## config.mk

```make
export PLATFORM = sky130hd
export DESIGN_NAME = scan_display
export DESIGN_NICKNAME = d
export VERILOG_FILES = /design/src/rtl/scan_display.sv
export SDC_FILE = /design/constraint.sdc
export NUM_CORES = 1
export LEC_CHECK = 0
export CORE_MARGIN = 4
export CORE_UTILIZATION = 56
export CTS_BUF_LIST = sky130_fd_sc_hd__clkbuf_16
export DETAILED_ROUTE_END_ITERATION = 6
export GPL_ROUTABILITY_DRIVEN = 0
export GPL_TIMING_DRIVEN = 0
export PLACE_DENSITY = 0.84
export RECOVER_POWER = 100
export SETUP_SLACK_MARGIN = 0.02
export SYNTH_ARGS = -nofsm -noshare
export SYNTH_HDL_FRONTEND = slang
export SYNTH_SLANG_ARGS = --single-unit
```

## constraint.sdc

```tcl
create_clock -name CP_1MHz -period 4.1 [get_ports CP_1MHz]
set_input_delay 0.41 -clock CP_1MHz [delete_from_list [all_inputs] [get_ports CP_1MHz]]
set_output_delay 0.41 -clock CP_1MHz [all_outputs]
set_load 0.02 [all_outputs]
```

## src/rtl/scan_display.sv

```systemverilog
// Time-multiplexed common-anode seven-segment driver: scans NUM_DIGITS hex digits,
// snapshots inputs once per frame, inserts a dark dead window at each slot start.
module scan_display #(
  parameter int NUM_DIGITS = 8,
  parameter int SCAN_DIV   = 1000,
  parameter int DEAD       = 16,
  parameter int BLINK_DIV  = 250
) (
  input  logic                    CP_1MHz,
  input  logic                    CR,
  input  logic [4*NUM_DIGITS-1:0] iData,
  input  logic [NUM_DIGITS-1:0]   iDP,
  input  logic [NUM_DIGITS-1:0]   iBlank,
  input  logic [NUM_DIGITS-1:0]   iBlink,
  output logic [NUM_DIGITS-1:0]   AN,
  output logic [6:0]              C,
  output logic                    DP
);

  localparam int DIV_W = (SCAN_DIV   > 1) ? $clog2(SCAN_DIV)   : 1;
  localparam int IDX_W = (NUM_DIGITS > 1) ? $clog2(NUM_DIGITS) : 1;
  localparam int FRM_W = (BLINK_DIV  > 1) ? $clog2(BLINK_DIV)  : 1;

  logic [DIV_W-1:0]        div_cnt;
  logic [IDX_W-1:0]        idx;
  logic [FRM_W-1:0]        frame_cnt;
  logic                    blink_phase;
  logic                    first_seen;
  logic [4*NUM_DIGITS-1:0] sh_data;
  logic [NUM_DIGITS-1:0]   sh_dp;
  logic [NUM_DIGITS-1:0]   sh_blank;
  logic [NUM_DIGITS-1:0]   sh_blink;

  logic [3:0]              cur_nib;
  logic                    en;
  logic                    frame_start;
  logic                    div_wrap;
  logic [NUM_DIGITS-1:0]   an_next;
  logic [6:0]              c_next;
  logic                    dp_next;

  function automatic logic [6:0] seg_of(input logic [3:0] nib);
    logic [6:0] s;
    case (nib)
      4'h0: s = 7'h40;
      4'h1: s = 7'h79;
      4'h2: s = 7'h24;
      4'h3: s = 7'h30;
      4'h4: s = 7'h19;
      4'h5: s = 7'h12;
      4'h6: s = 7'h02;
      4'h7: s = 7'h78;
      4'h8: s = 7'h00;
      4'h9: s = 7'h10;
      4'hA: s = 7'h08;
      4'hB: s = 7'h03;
      4'hC: s = 7'h46;
      4'hD: s = 7'h21;
      4'hE: s = 7'h06;
      default: s = 7'h0E;
    endcase
    return s;
  endfunction

  always_comb begin
    cur_nib     = sh_data[{idx, 2'b00} +: 4];
    frame_start = (div_cnt == '0) && (idx == '0);
    div_wrap    = (div_cnt == DIV_W'(SCAN_DIV - 1));
    // Blank overrides blink: either condition alone keeps the digit dark.
    en          = (div_cnt >= DIV_W'(DEAD)) && !sh_blank[idx] &&
                  !(sh_blink[idx] && blink_phase);
    an_next      = '1;
    an_next[idx] = ~en;
    c_next       = en ? seg_of(cur_nib) : 7'h7F;
    dp_next      = ~(en & sh_dp[idx]);
  end

  always_ff @(posedge CP_1MHz) begin
    if (CR) begin
      div_cnt     <= '0;
      idx         <= '0;
      frame_cnt   <= '0;
      blink_phase <= 1'b0;
      first_seen  <= 1'b0;
      sh_data     <= '0;
      sh_dp       <= '0;
      sh_blank    <= '0;
      sh_blink    <= '0;
      AN          <= '1;
      C           <= 7'h7F;
      DP          <= 1'b1;
    end else begin
      div_cnt <= div_wrap ? '0 : div_cnt + 1'b1;
      if (div_wrap)
        idx <= (idx == IDX_W'(NUM_DIGITS - 1)) ? '0 : idx + 1'b1;

      if (frame_start) begin
        sh_data    <= iData;
        sh_dp      <= iDP;
        sh_blank   <= iBlank;
        sh_blink   <= iBlink;
        first_seen <= 1'b1;
        // The snapshot right after reset starts frame 0 and does not count.
        if (first_seen) begin
          if (frame_cnt == FRM_W'(BLINK_DIV - 1)) begin
            frame_cnt   <= '0;
            blink_phase <= ~blink_phase;
          end else begin
            frame_cnt <= frame_cnt + 1'b1;
          end
        end
      end

      AN <= an_next;
      C  <= c_next;
      DP <= dp_next;
    end
  end

endmodule

```

==> metrics, run 1 <==
Post-CTS Hold Fix Bufs=0; outcome=finished, final reports clean; Core Area=just under 0.007 mm2; Die Ht=93.3 um; pre-CTS setup slack=about 1300 ps; Final Cycle Share=between 80% and 90%; Starting Density=between 50% and 60%; Worst Setup Start Kind=register; Synthesized Nets=543; Fin. Hold Viols=0; Synth Cell Area=0.00408 mm2; Setup Crit Path Kind=reg -> reg; Post-synth top flop=dfxtp_1; worst-margin pin slew=about 670 ps; EDFF count, synth=0; first-pass GRT wire length=~16 mm; Die X=slightly above 90 um; post-route setup TNS=0 ps; initial antenna violation count=0; H-tree depth=3; Total Wirelength=roughly 10 mm; # placed instances=roughly 640; asr flop ratio synth=0%; largest net degree at the start of global routing=19; CTS tree=done; number of library cell types mapped by synthesis=39; PnR worst setup slack=slightly above 800 ps; vias in the first global route=between 3,000 and 4,000; Buf/Inv on CP=4; port buffer count=73; CTS resizes=0; n_diodes=0; Worst path depth=9; top-area cell type share of the netlist area=46.7%; worst-path cell chain=buf_2 > clkbuf_1 > clkbuf_1 > mux2i_1 > a21oi_1 > a211oi_1 > buf_2 > mux2i_1 > o221ai_1; post-route ant nets=0; final non-filler cell total=roughly 660; Die Area=around 0.0087 mm2; FMAX=304 MHz; layout cells sized above 1=7.30%; CTS Sinks=95; Max VDD drop=0.000221 V; HPWL Detailed=a little over 7 mm; critical path peak fanout=10; Rows=30; Iter 0 DRT Violations=about 240; cts bufs inserted=9; Min-Delay Path Class=reg -> reg; dominant cell type by area after synthesis=dfxtp_1; drt pass-1 iters=6; GRT overflow=0; max-cap viol count=0; max incr delay on CP=between 500 and 600 ps; WL/cell=roughly 15 um; critical path's top delay family=buffers and inverters; Ys Warns=0; required time of the critical path=between 4000 and 5000 ps; Area contributors post-synth=dfxtp_1 (47%), nand2_1 (12%), a21oi_1 (7.2%), mux4_2 (5.5%), ha_1 (3.7%); R2R depth=9; Total Nets Final=about 630; clk slew on worst S/H paths=~70 ps; io pins=74; Cells after Synth=473; clk root buf=clkbuf_16; power density cells=a little over 400 mW/mm2; DRC=0; Hold Path Stages=2; drt via density=between 5 and 6; RSZ-0062 raised after global routing=no; Area growth syn-to-layout=27.8%; synthesized flop and latch total=95; sequential area share after synthesis=roughly 47%; Vias=approximately 3,600; Worst Clk Skew=5.35 ps; Leak Pwr=approximately 1.9 nW; worst skew pair latency=340 ps; Rel. slew slack=54.9%; Slew Viols, Final=0; Tmin final=~3300 ps; crit path DAT=between 3000 and 4000 ps; Syn Area/Cell=roughly 8.6 um2; final setup vio count=0; Tot GR Track Use=a little under a quarter; crit path capture type=register; CP max stage cell=clkbuf_1; Setup Fix Bufs, Post-CTS=0; CTS Buffer Depth=2
-- report_power, final --
group          internal [mW]  leakage [nW]  total, mW  switching [mW]
Combinational          0.135         0.962      0.301           0.165
Clock                  0.425         0.139      0.797           0.372
Sequential             0.983         0.778       1.02          0.0357
-- metrics by stage --
step	area, um2	utilization [%]	power [mW]	hold WS, ps
5_1_grt	5210	75.0	2.20	476
6_report	5210	75.0	2.12	456
4_1_cts	5210	75.1	2.12	455
2_1_floorplan	4080	-	1.21	426
3_3_place_gp	4930	70.9	1.32	439
3_5_place_dp	4930	70.9	1.33	447
-- worst reg2reg max path: stages (launching register included) --
cell      delay, ps
dfxtp_1         340
buf_2           260
clkbuf_1        560
clkbuf_1        520
mux2i_1         250
a21oi_1         100
a211oi_1        430
buf_2           320
mux2i_1         210
o221ai_1        140
-- synth_stat cells (all sizes together) (2+ instances only) --
cell,instances
nand2,126
dfxtp,95
a21oi,59
nor2,28
clkbuf,19
nand3,15
mux2i,13
buf,12
ha,12
inv,11
mux4,10
xnor2,9
o21ai,8
nor3,7
mux2,6
nand4,5
o211ai,4
or3,4
xor2,4
and2,3
a211oi,2
and3,2
nand2b,2
nand3b,2
nor2b,2
o221ai,2
-- kinds of logic (layout without fill, tap and decap cells) --
group,count (synthesis),count (layout),share of synthesized area [%]
buffers and inverters,42,131,4.21
adder cells (fa/ha/maj),12,12,3.68
AO/OA/AOI/OAI,80,80,10.7
multiplexers,29,29,10.4
XOR/XNOR,13,13,2.79
AND/OR/NAND/NOR,202,202,21.5
flip-flops,95,95,46.7
-- state kept, by name (all words and copies together), names as in the netlist --
name / flops
AN: 8
idx: 3
div_cnt: 10
blink_phase: 1
first_seen: 1
C: 7
sh_blank: 8
frame_cnt: 8
sh_data: 32
DP: 1
sh_blink: 8
sh_dp: 8
-- layout make-up --
cell class / count / area, um2
inverter: 11 / 41.3
clock inverter: 7 / 62.6
sequential: 95 / 1900
fill: 490 / 1740
buffer: 31 / 126
clock buffer: 9 / 225
tap: 96 / 120
timing repair buffer: 73 / 731
multi-input combinational: 336 / 2000
-- metal layers --
| metal | GRT usage (%) | wire [um] |
|---|---|---|
| met1 | 27.4 | 4050 |
| met5 | 0 | 0 |
| met3 | 4.10 | 665 |
| met2 | 40.4 | 4910 |
| met4 | 11.2 | 285 |
-- cell usage in the layout (no fill, tap or decap), drive strengths merged, types with 13 or more instances in the layout --
cell type	n
clkbuf	32
mux2i	13
nand3	15
nor2	28
clkdlybuf4s50	56
nand2	126
inv	16
dfxtp	95
dlygate4sd3	17
a21oi	59
-- final timing paths --
kind	from	to	slack, ps
max reg2reg	idx[0]	C[5]	810
max	idx[0]	C[5]	810
min	sh_blank[3]	sh_blank[3]	460
min reg2reg	sh_blank[3]	sh_blank[3]	460
No activity file was read; power rests on OpenSTA's default activity.
==> run 2, diff against run 1 <==
--- a/config.mk
+++ b/config.mk
@@ -6,12 +6,12 @@
 export NUM_CORES = 1
 export LEC_CHECK = 0
 export CORE_MARGIN = 4
-export CORE_UTILIZATION = 56
+export CORE_UTILIZATION = 47
 export CTS_BUF_LIST = sky130_fd_sc_hd__clkbuf_16
 export DETAILED_ROUTE_END_ITERATION = 6
 export GPL_ROUTABILITY_DRIVEN = 0
 export GPL_TIMING_DRIVEN = 0
-export PLACE_DENSITY = 0.84
+export PLACE_DENSITY = 0.76
 export RECOVER_POWER = 100
 export SETUP_SLACK_MARGIN = 0.02
 export SYNTH_ARGS = -nofsm -noshare
==> constraint.sdc (replaced) <==
create_clock -name CP_1MHz -period 2.7 [get_ports CP_1MHz]
set_input_delay 0.27 -clock CP_1MHz [delete_from_list [all_inputs] [get_ports CP_1MHz]]
set_output_delay 0.27 -clock CP_1MHz [all_outputs]
set_load 0.02 [all_outputs]
==> metrics, run 2 (synthesized netlist as in run 1, its figures left out) <==
outcome=finished, final reports clean; final setup vio count=0 (unchanged); final non-filler cell total=667 (+1.4%); WL/cell=14.4 um (-4.2%); hold_ws=457 ps (+1.05 ps); Total Nets Final=627 (unchanged); n_diodes=0 (unchanged); Vias=3,510 (-3.0%); largest net degree at the start of global routing=16 (-3); Final Util=63.3% (-12 points); fin area=0.00528 mm2 (+1.4%); CTS Sinks=95 (unchanged); critical path peak fanout=10 (unchanged); drt pass-1 iters=5 (-1); io pins=74 (unchanged); HPWL Detailed=7.01 mm (-1.1%); FF-to-FF Start=idx[0]; Fin. Hold Viols=0 (unchanged); initial antenna violation count=0 (unchanged); Largest register FFs=32 (unchanged); Area growth syn-to-layout=29.5%; max-cap viol count=0 (unchanged); CP max stage cell=mux4_2; H-tree depth=3 (unchanged); clk root buf=clkbuf_16; worst skew pair latency=340 ps (about the same); worst-path cell chain=buf_4 > buf_6 > mux4_2 > mux2_2 > inv_1 > ha_2 > inv_1 > or3_1 > nand4_1; Iter 0 DRT Violations=185 (-21%); Buf/Inv on CP=4 (unchanged); CP endpoint=C[0]; top flop regs=sh_data: 32 flops, div_cnt: 10 flops; Setup Fix Bufs, Post-CTS=0 (unchanged); clk slew on worst S/H paths=70 ps (about the same); Core Area=0.00834 mm2 (+20%); DRC=0 (unchanged); Post-CTS Hold Fix Bufs=0 (unchanged); Die Area=0.0102 mm2 (+17%); required time of the critical path=2990 ps (-1300 ps); CTS tree=done; layout cells sized above 1=9.61% (+2.3 points); Total Wirelength=9.63 mm (-2.9%); Die X=101 um (+8.4%); FMAX=392 MHz (+29%); r2r setup slk=150 ps (-660 ps); Slew Viols, Final=0 (unchanged); first-pass GRT wire length=15.6 mm (-2.3%); most frequent cells in the layout=nand2_1 (125), dfxtp_1 (95), a21oi_1 (59), clkdlybuf4s50_1 (56), nor2_1 (28); critical path's top delay family=multiplexers; PnR worst setup slack=151 ps (-661 ps); Leak Pwr=1.92 nW (+2.4%); Worst path depth=9 (unchanged); Tot GR Track Use=19.3% (-3.9 points); cts bufs inserted=9 (unchanged); Setup Crit Path Kind=reg -> reg; Crit. Startpoint=idx[0]; worst reg2reg path endpoint=C[0]; Tmin final=2550 ps (-739 ps); Worst Setup Start Kind=register; post-route ant nets=0 (unchanged); Starting Density=48.9% (-9.8 points); crit path capture type=register; Final Cycle Share=94.4% (+14 points); pre-CTS setup slack=-95.5 ps (-1380 ps); GRT overflow=0 (unchanged); Cell Area, Placed=0.00494 mm2 (+0.23%); crit path DAT=2840 ps (-640 ps); max incr delay on CP=530 ps (-30 ps); Max VDD drop=0.000299 V (+35%); CTS resizes=4 (+4); CTS Buffer Depth=2 (unchanged); post-route setup TNS=0 ps (unchanged); drt via density=5.26 (-4.3%); largest register by flop count=sh_data; RSZ-0062 raised after global routing=yes; Worst Clk Skew=9.09 ps (+3.74 ps); # placed instances=651 (+1.4%); Rel. slew slack=51.7% (-3.2 points); Min-Delay Path Class=reg -> reg; most common cell after layout, fill and taps aside=nand2_1; Rows=33 (+10%); CP dominant cell by count=inv_1; vias in the first global route=3,343 (-6.4%); port buffer count=73 (unchanged); Die Ht=101 um (+8.4%); worst-margin pin slew=719 ps (+46.9 ps); power density cells=614 mW/mm2 (+51%); R2R depth=9 (unchanged); overall power=3.24 mW (+53%)
## run 2: cell types whose count changed in the layout (fill, tap and decap cells not counted), moves of 2 or more
cell / before / now
clkbuf_1: 23 / 13
clkbuf_2: 0 / 7
clkbuf_4: 0 / 3
inv_6: 4 / 1
buf_2: 8 / 6
clkinvlp_4: 1 / 3
## run 2: layer usage
layer	GRT usage (%)	part of all wire (%)	wire length [um]	vias to the layer above
met3	4.29	6.3	609	8
met2	31.2	48	4580	107
met5	0	0	0	-
met4	5.52	0.88	85	0
li1	-	-	-	1764
met1	25.9	45	4350	1631
## run 2: worst min path at each step
stage	from	to	slack [ps]	cells past startpoint
after floorplan	iBlank[0]	sh_blank[0]	410	2
after global placement	div_cnt[0]	div_cnt[0]	440	1
after detailed placement	sh_dp[4]	sh_dp[4]	440	2
after CTS	sh_data[4]	sh_data[4]	460	2
after global routing	sh_dp[6]	sh_dp[6]	470	2
final	sh_data[5]	sh_data[5]	460	2
## run 2: power breakdown
part           internal [mW]  switching (mW)
clock                  0.711           0.526
sequential              1.49          0.0530
combinational          0.215           0.245
## run 2: area by class of cell
cell class / count / area [um2]
Clock buffer: 9 / 225
Timing Repair Buffer: 73 / 731
Tap cell: 105 / 131
Clock inverter: 7 / 65.1
Fill cell: 701 / 3060
Inverter: 11 / 45.0
Buffer: 31 / 155
Sequential cell: 95 / 1900
Multi-Input combinational cell: 336 / 2020
## run 2: tightest hold or removal path, cell delays in order (launching register included)
cell     delay (ps)
dfxtp_1         310
nand2_1          50
a21oi_1          50
==> RTL change 1 (config.mk and constraints of run 2) <==
`SCAN_DIV`: 1000 -> 500.
--- a/src/rtl/scan_display.sv
+++ b/src/rtl/scan_display.sv
@@ -2,7 +2,7 @@
 // snapshots inputs once per frame, inserts a dark dead window at each slot start.
 module scan_display #(
   parameter int NUM_DIGITS = 8,
-  parameter int SCAN_DIV   = 1000,
+  parameter int SCAN_DIV   = 500,
   parameter int DEAD       = 16,
   parameter int BLINK_DIV  = 250
 ) (
Formal check against the unedited RTL: same outputs for any inputs over 10 cycles, from zero or initial values; that may be too few to reach the edited logic, so the function may still have changed.
==> RTL change 1 against run 2 <==
- routed wire length increased by 2.4%
- final area increased by 0.12%
- area after synthesis increased by 1.4%
- via count increased by 1.6%
- first-iteration DRC count increased by 8.1%
- total power increased by 2.5%
- count of clock-buffer cells in the layout unchanged
- combinational power decreased by 2%
- clock power increased by 9%
- sequential cell count decreased by 1
- setup slack improved by 0.025 ns
- largest power group unchanged
==> RTL change 1: results <==
[run_status]
status = "complete, no violations"

[sta]
relSlewSlack_pct = 58.3
skew_ns = 0.00782
worst_slack_ns = 0.177

[synthesis]
yosys-top-cells-count = "124 x nand2_1, 94 x dfxtp_1, 60 x a21oi_1"
syn_area_per_cell_sq_um = 8.73
ys_types = 49
synth_area_leaders = "dfxtp_1 46%, nand2_1 11%, a21oi_1 7.3%"
ys_seq_area_share_pct = 45.6

[worst_setup_path]
r2r_setup_slack_ns = 0.18
max_stage_delay_ns = 0.45
critPathCapture = "sh_blank[0]"
cp_top_family = "buffers and inverters"
arrival_ns = 2.79

[cells_and_area]
instances_no_fill = 664
reg_top3 = "sh_data x32, div_cnt x9"
diodes = 0
register_area_sq_um = 1880
n_fill_cell = 694

[drt]
drt_iter0_drc = 200
routed_wl_mm = 9.85
via_per_inst = 5.37

[global_route]
grt_pass1_wl_mm = 15.7
grt_max_degree = 20
met1_usage_pct = 25.2
grtUsageMet2_pct = 31.9
grt_use_total_pct = 19.3
grt_pass1_vias = 3393

[placed_design]
place_area_sq_um = 4980
numPortBuffers = 72
dpl.cell_count = 650
pre_cts_ws_ns = -0.00319
hpwl_mm = 7.22

[hold_path]
worstHoldStart = "CR"
hold_end = "sh_blink[0]"

[cts]
cts-buffers-inserted = 9

[power_and_ir_drop]
power_clock_uw = 1350
ir_drop_v = 0.000416
power_uw = 3320
comb_power_uw = 450
power.internal_uw = 2490
power.leakage_uw = 0.00197
## RTL change 1: per-layer routing
layer | wire, um | up-vias | share of wire [%]
li1 | - | 1773 | -
met1 | 4350 | 1654 | 44
met2 | 4630 | 123 | 47
met3 | 698 | 17 | 7.1
met4 | 172 | 0 | 1.7
met5 | 0 | - | 0
## RTL change 1: cell families after synthesis
logic type / count (synthesis) / share of synthesized area, %
AO/OA/AOI/OAI: 84 / 12.4
XOR/XNOR: 15 / 3.18
adder cells (fa/ha/maj): 12 / 3.64
buffers and inverters: 42 / 5.06
flip-flops: 94 / 45.6
multiplexers: 25 / 9.21
AND/OR/NAND/NOR: 201 / 20.9
## RTL change 1: final cells by class
class	count	area share [%]
well taps	105	2.49
clock buffers	9	4.26
multi-input cells	337	38.6
inverters	10	0.710
plain buffers	30	2.84
clock inverters	7	1.87
repair buffers	72	13.6
flip-flops and latches	94	35.6
## RTL change 1: what timing repair did
item / in CTS / in global routing
gates resized for setup: 0 / 1
setup buffers: 0 / 0
endpoints found under the setup margin: 1 / 4
==> RTL change 2 (settings of run 2) <==
Without the edit above. Register the output `AN` once more; this adds one clock of latency there. The other outputs are not delayed to match.
--- a/src/rtl/scan_display.sv
+++ b/src/rtl/scan_display.sv
@@ -20,6 +20,8 @@
   localparam int DIV_W = (SCAN_DIV   > 1) ? $clog2(SCAN_DIV)   : 1;
   localparam int IDX_W = (NUM_DIGITS > 1) ? $clog2(NUM_DIGITS) : 1;
   localparam int FRM_W = (BLINK_DIV  > 1) ? $clog2(BLINK_DIV)  : 1;
+
+  logic [NUM_DIGITS-1:0] AN_s0;
 
   logic [DIV_W-1:0]        div_cnt;
   logic [IDX_W-1:0]        idx;
@@ -86,7 +88,7 @@
       sh_dp       <= '0;
       sh_blank    <= '0;
       sh_blink    <= '0;
-      AN          <= '1;
+      AN_s0       <= '1;
       C           <= 7'h7F;
       DP          <= 1'b1;
     end else begin
@@ -111,11 +113,15 @@
         end
       end
 
-      AN <= an_next;
+      AN_s0 <= an_next;
       C  <= c_next;
       DP <= dp_next;
     end
   end
 
+  always_ff @(posedge CP_1MHz) begin
+    AN <= AN_s0;
+  end
+
 endmodule
 
Check against the original RTL: not equivalent (a bounded check fails within 4 cycles, from zero or initial values).
==> RTL change 2 against run 2 <==
- die area up 5.0%
- core utilization down 0.77 points
- maximum frequency up 5.0%
- area after synthesis up 5.4%
- critical endpoint is now frame_cnt[1]
- sequential cell count up 8
- routed wire length up 6.3%
- final area up 4.3%
- clock power up 15%
- clock skew down 0.0014 ns
- via count up 4.2%
- setup slack better by 0.12 ns
- non-clock buffer count up 2
- total power up 9.1%
==> RTL change 2: results <==
[run_status]
status = "complete, no violations"

[drt]
drt-pass1-iter-count = 5
drt_iter0_drc = 184
vias = 3656
routed_wl_mm = 10.2

[placed_design]
hpwl_mm = 7.49
pre_cts_ws_ns = 0.00651

[hold_path]
hold_end = "AN[6]"
hold_depth = 0
worstHoldStart = "AN_s0[6]"

[sta]
skew_ns = 0.00769
relSlewSlack_pct = 64.3

[global_route]
grt_pass1_vias = 3596
grt_max_degree = 16
grt_pass1_wl_mm = 17.2
grt_use_total_pct = 19.5

[synthesis]
synth-compound-area-share_pct = 12.1
ys_seq_area_share_pct = 48.0
synth_fp_nets = 556
yosysWarnings = 0
yosys-top-cells-count = "125 x nand2_1, 103 x dfxtp_1, 65 x a21oi_1"
synth_top_area_share_pct = 48.0
ys_types = 53
synth_area_leaders = "dfxtp_1 48%, nand2_1 11%, a21oi_1 7.6%"
synth_xor_area_share_pct = 2.85
synth.area.mux_share_pct = 8.47
synth_fa_ha_area_share_pct = 3.49

[worst_setup_path]
r2r-end = "frame_cnt[1]"
r2r_setup_slack_ns = 0.27
rr_worst_depth = 9
arrival_ns = 2.67
cp_max_fo = 18

[power_and_ir_drop]
switching_share_pct = 23.5
power.leakage_uw = 0.00209
ir_drop_v = 0.000369

[cells_and_area]
layout.nets = 639
drive_gt1_share_pct = 8.71
n_fill_cell = 748
diodes = 0

[cts]
cts-root-buf = "clkbuf_16"
clk_latency_ns = 0.34
cts-buffers-inserted = 9
==> RTL change 2: cell types whose count changed in the layout (fill, tap and decap cells not counted), sizes merged, moves of 3 or more <==
cell / before / now
dfxtp: 95 / 103
a21oi: 59 / 65
nor3: 7 / 2
mux2i: 13 / 9
xor2: 4 / 8
clkinvlp: 3 / 0
o21ai: 8 / 5
xnor2: 9 / 6
==> RTL change 2: how the worst max path moves through the flow <==
stage,slack (ns),from,cells past startpoint,endpoint
6_report,0.27,idx[0],9,frame_cnt[1]
5_1_grt,0.07,idx[0],10,frame_cnt[0]
4_1_cts,0.07,idx[0],10,sh_data[19]
3_5_place_dp,0.007,idx[0],10,sh_data[7]
3_3_place_gp,0.04,idx[0],10,sh_data[7]
2_1_floorplan,0.48,idx[0],8,C[3]
==> RTL change 2: area by class of cell <==
type | count | share of cell area [%]
Buffer | 32 | 2.95
Clock buffer | 9 | 4.09
Clock inverter | 7 | 1.91
Inverter | 10 | 0.682
Multi-Input combinational cell | 339 | 37.0
Sequential cell | 103 | 37.5
Tap cell | 108 | 2.45
Timing Repair Buffer | 74 | 13.4
==> RTL change 2: kinds of logic after synthesis <==
| family | count (synthesis) |
|---|---|
| AND/OR/NAND/NOR | 201 |
| multiplexers | 24 |
| AO/OA/AOI/OAI | 88 |
| buffers and inverters | 44 |
| XOR/XNOR | 14 |
| flip-flops | 103 |
| adder cells (fa/ha/maj) | 12 |
==> RTL change 2: routing by layer <==
metal  GRT usage (%)  routed length, um  vias up
li1                -                  -     1807
met1            25.0               4590     1712
met2            32.6               4940      120
met3            3.54                505       17
met4            7.60                197        0
met5               0                  0        -
==> RTL change 2: what timing repair did <==
action | 4_1_cts | 5_1_grt
resized for setup | 2 | 14
setup buffers | 0 | 1
pin swaps | 0 | 1
endpoints found under the setup margin | 21 | 42
==> RTL change 2: stage by stage <==
step           hold slack, ns  total power (uW)  cells  instance area [sq um]  util (%)
2_1_floorplan           0.310              1950    486                   4300         -
3_3_place_gp            0.313              2120    667                   5160      58.6
3_5_place_dp            0.313              2130    667                   5160      58.6
4_1_cts                 0.328              3550    683                   5500      62.4
5_1_grt                 0.332              3680    682                   5510      62.5
6_report                0.328              3540    682                   5510      62.5
==> RTL change 2: power by group through the flow <==
stage | clock network [uW] | logic [uW] | registers [uW]
2_1_floorplan | 0 | 282 | 1670
3_3_place_gp | 0 | 436 | 1680
5_1_grt | 1500 | 517 | 1660
3_5_place_dp | 0 | 447 | 1680
4_1_cts | 1440 | 454 | 1650
6_report | 1430 | 460 | 1650
==> RTL change 2: critical path, stage by stage (launching register included) <==
cell and delay (ns):
dfxtp_1 0.33, buf_6 0.18, inv_1 0.18, ha_1 0.19, nor4bb_1 0.37, and4b_1 0.24
clkbuf_2 0.26, clkbuf_2 0.28, a21oi_1 0.09, a311oi_1 0.22
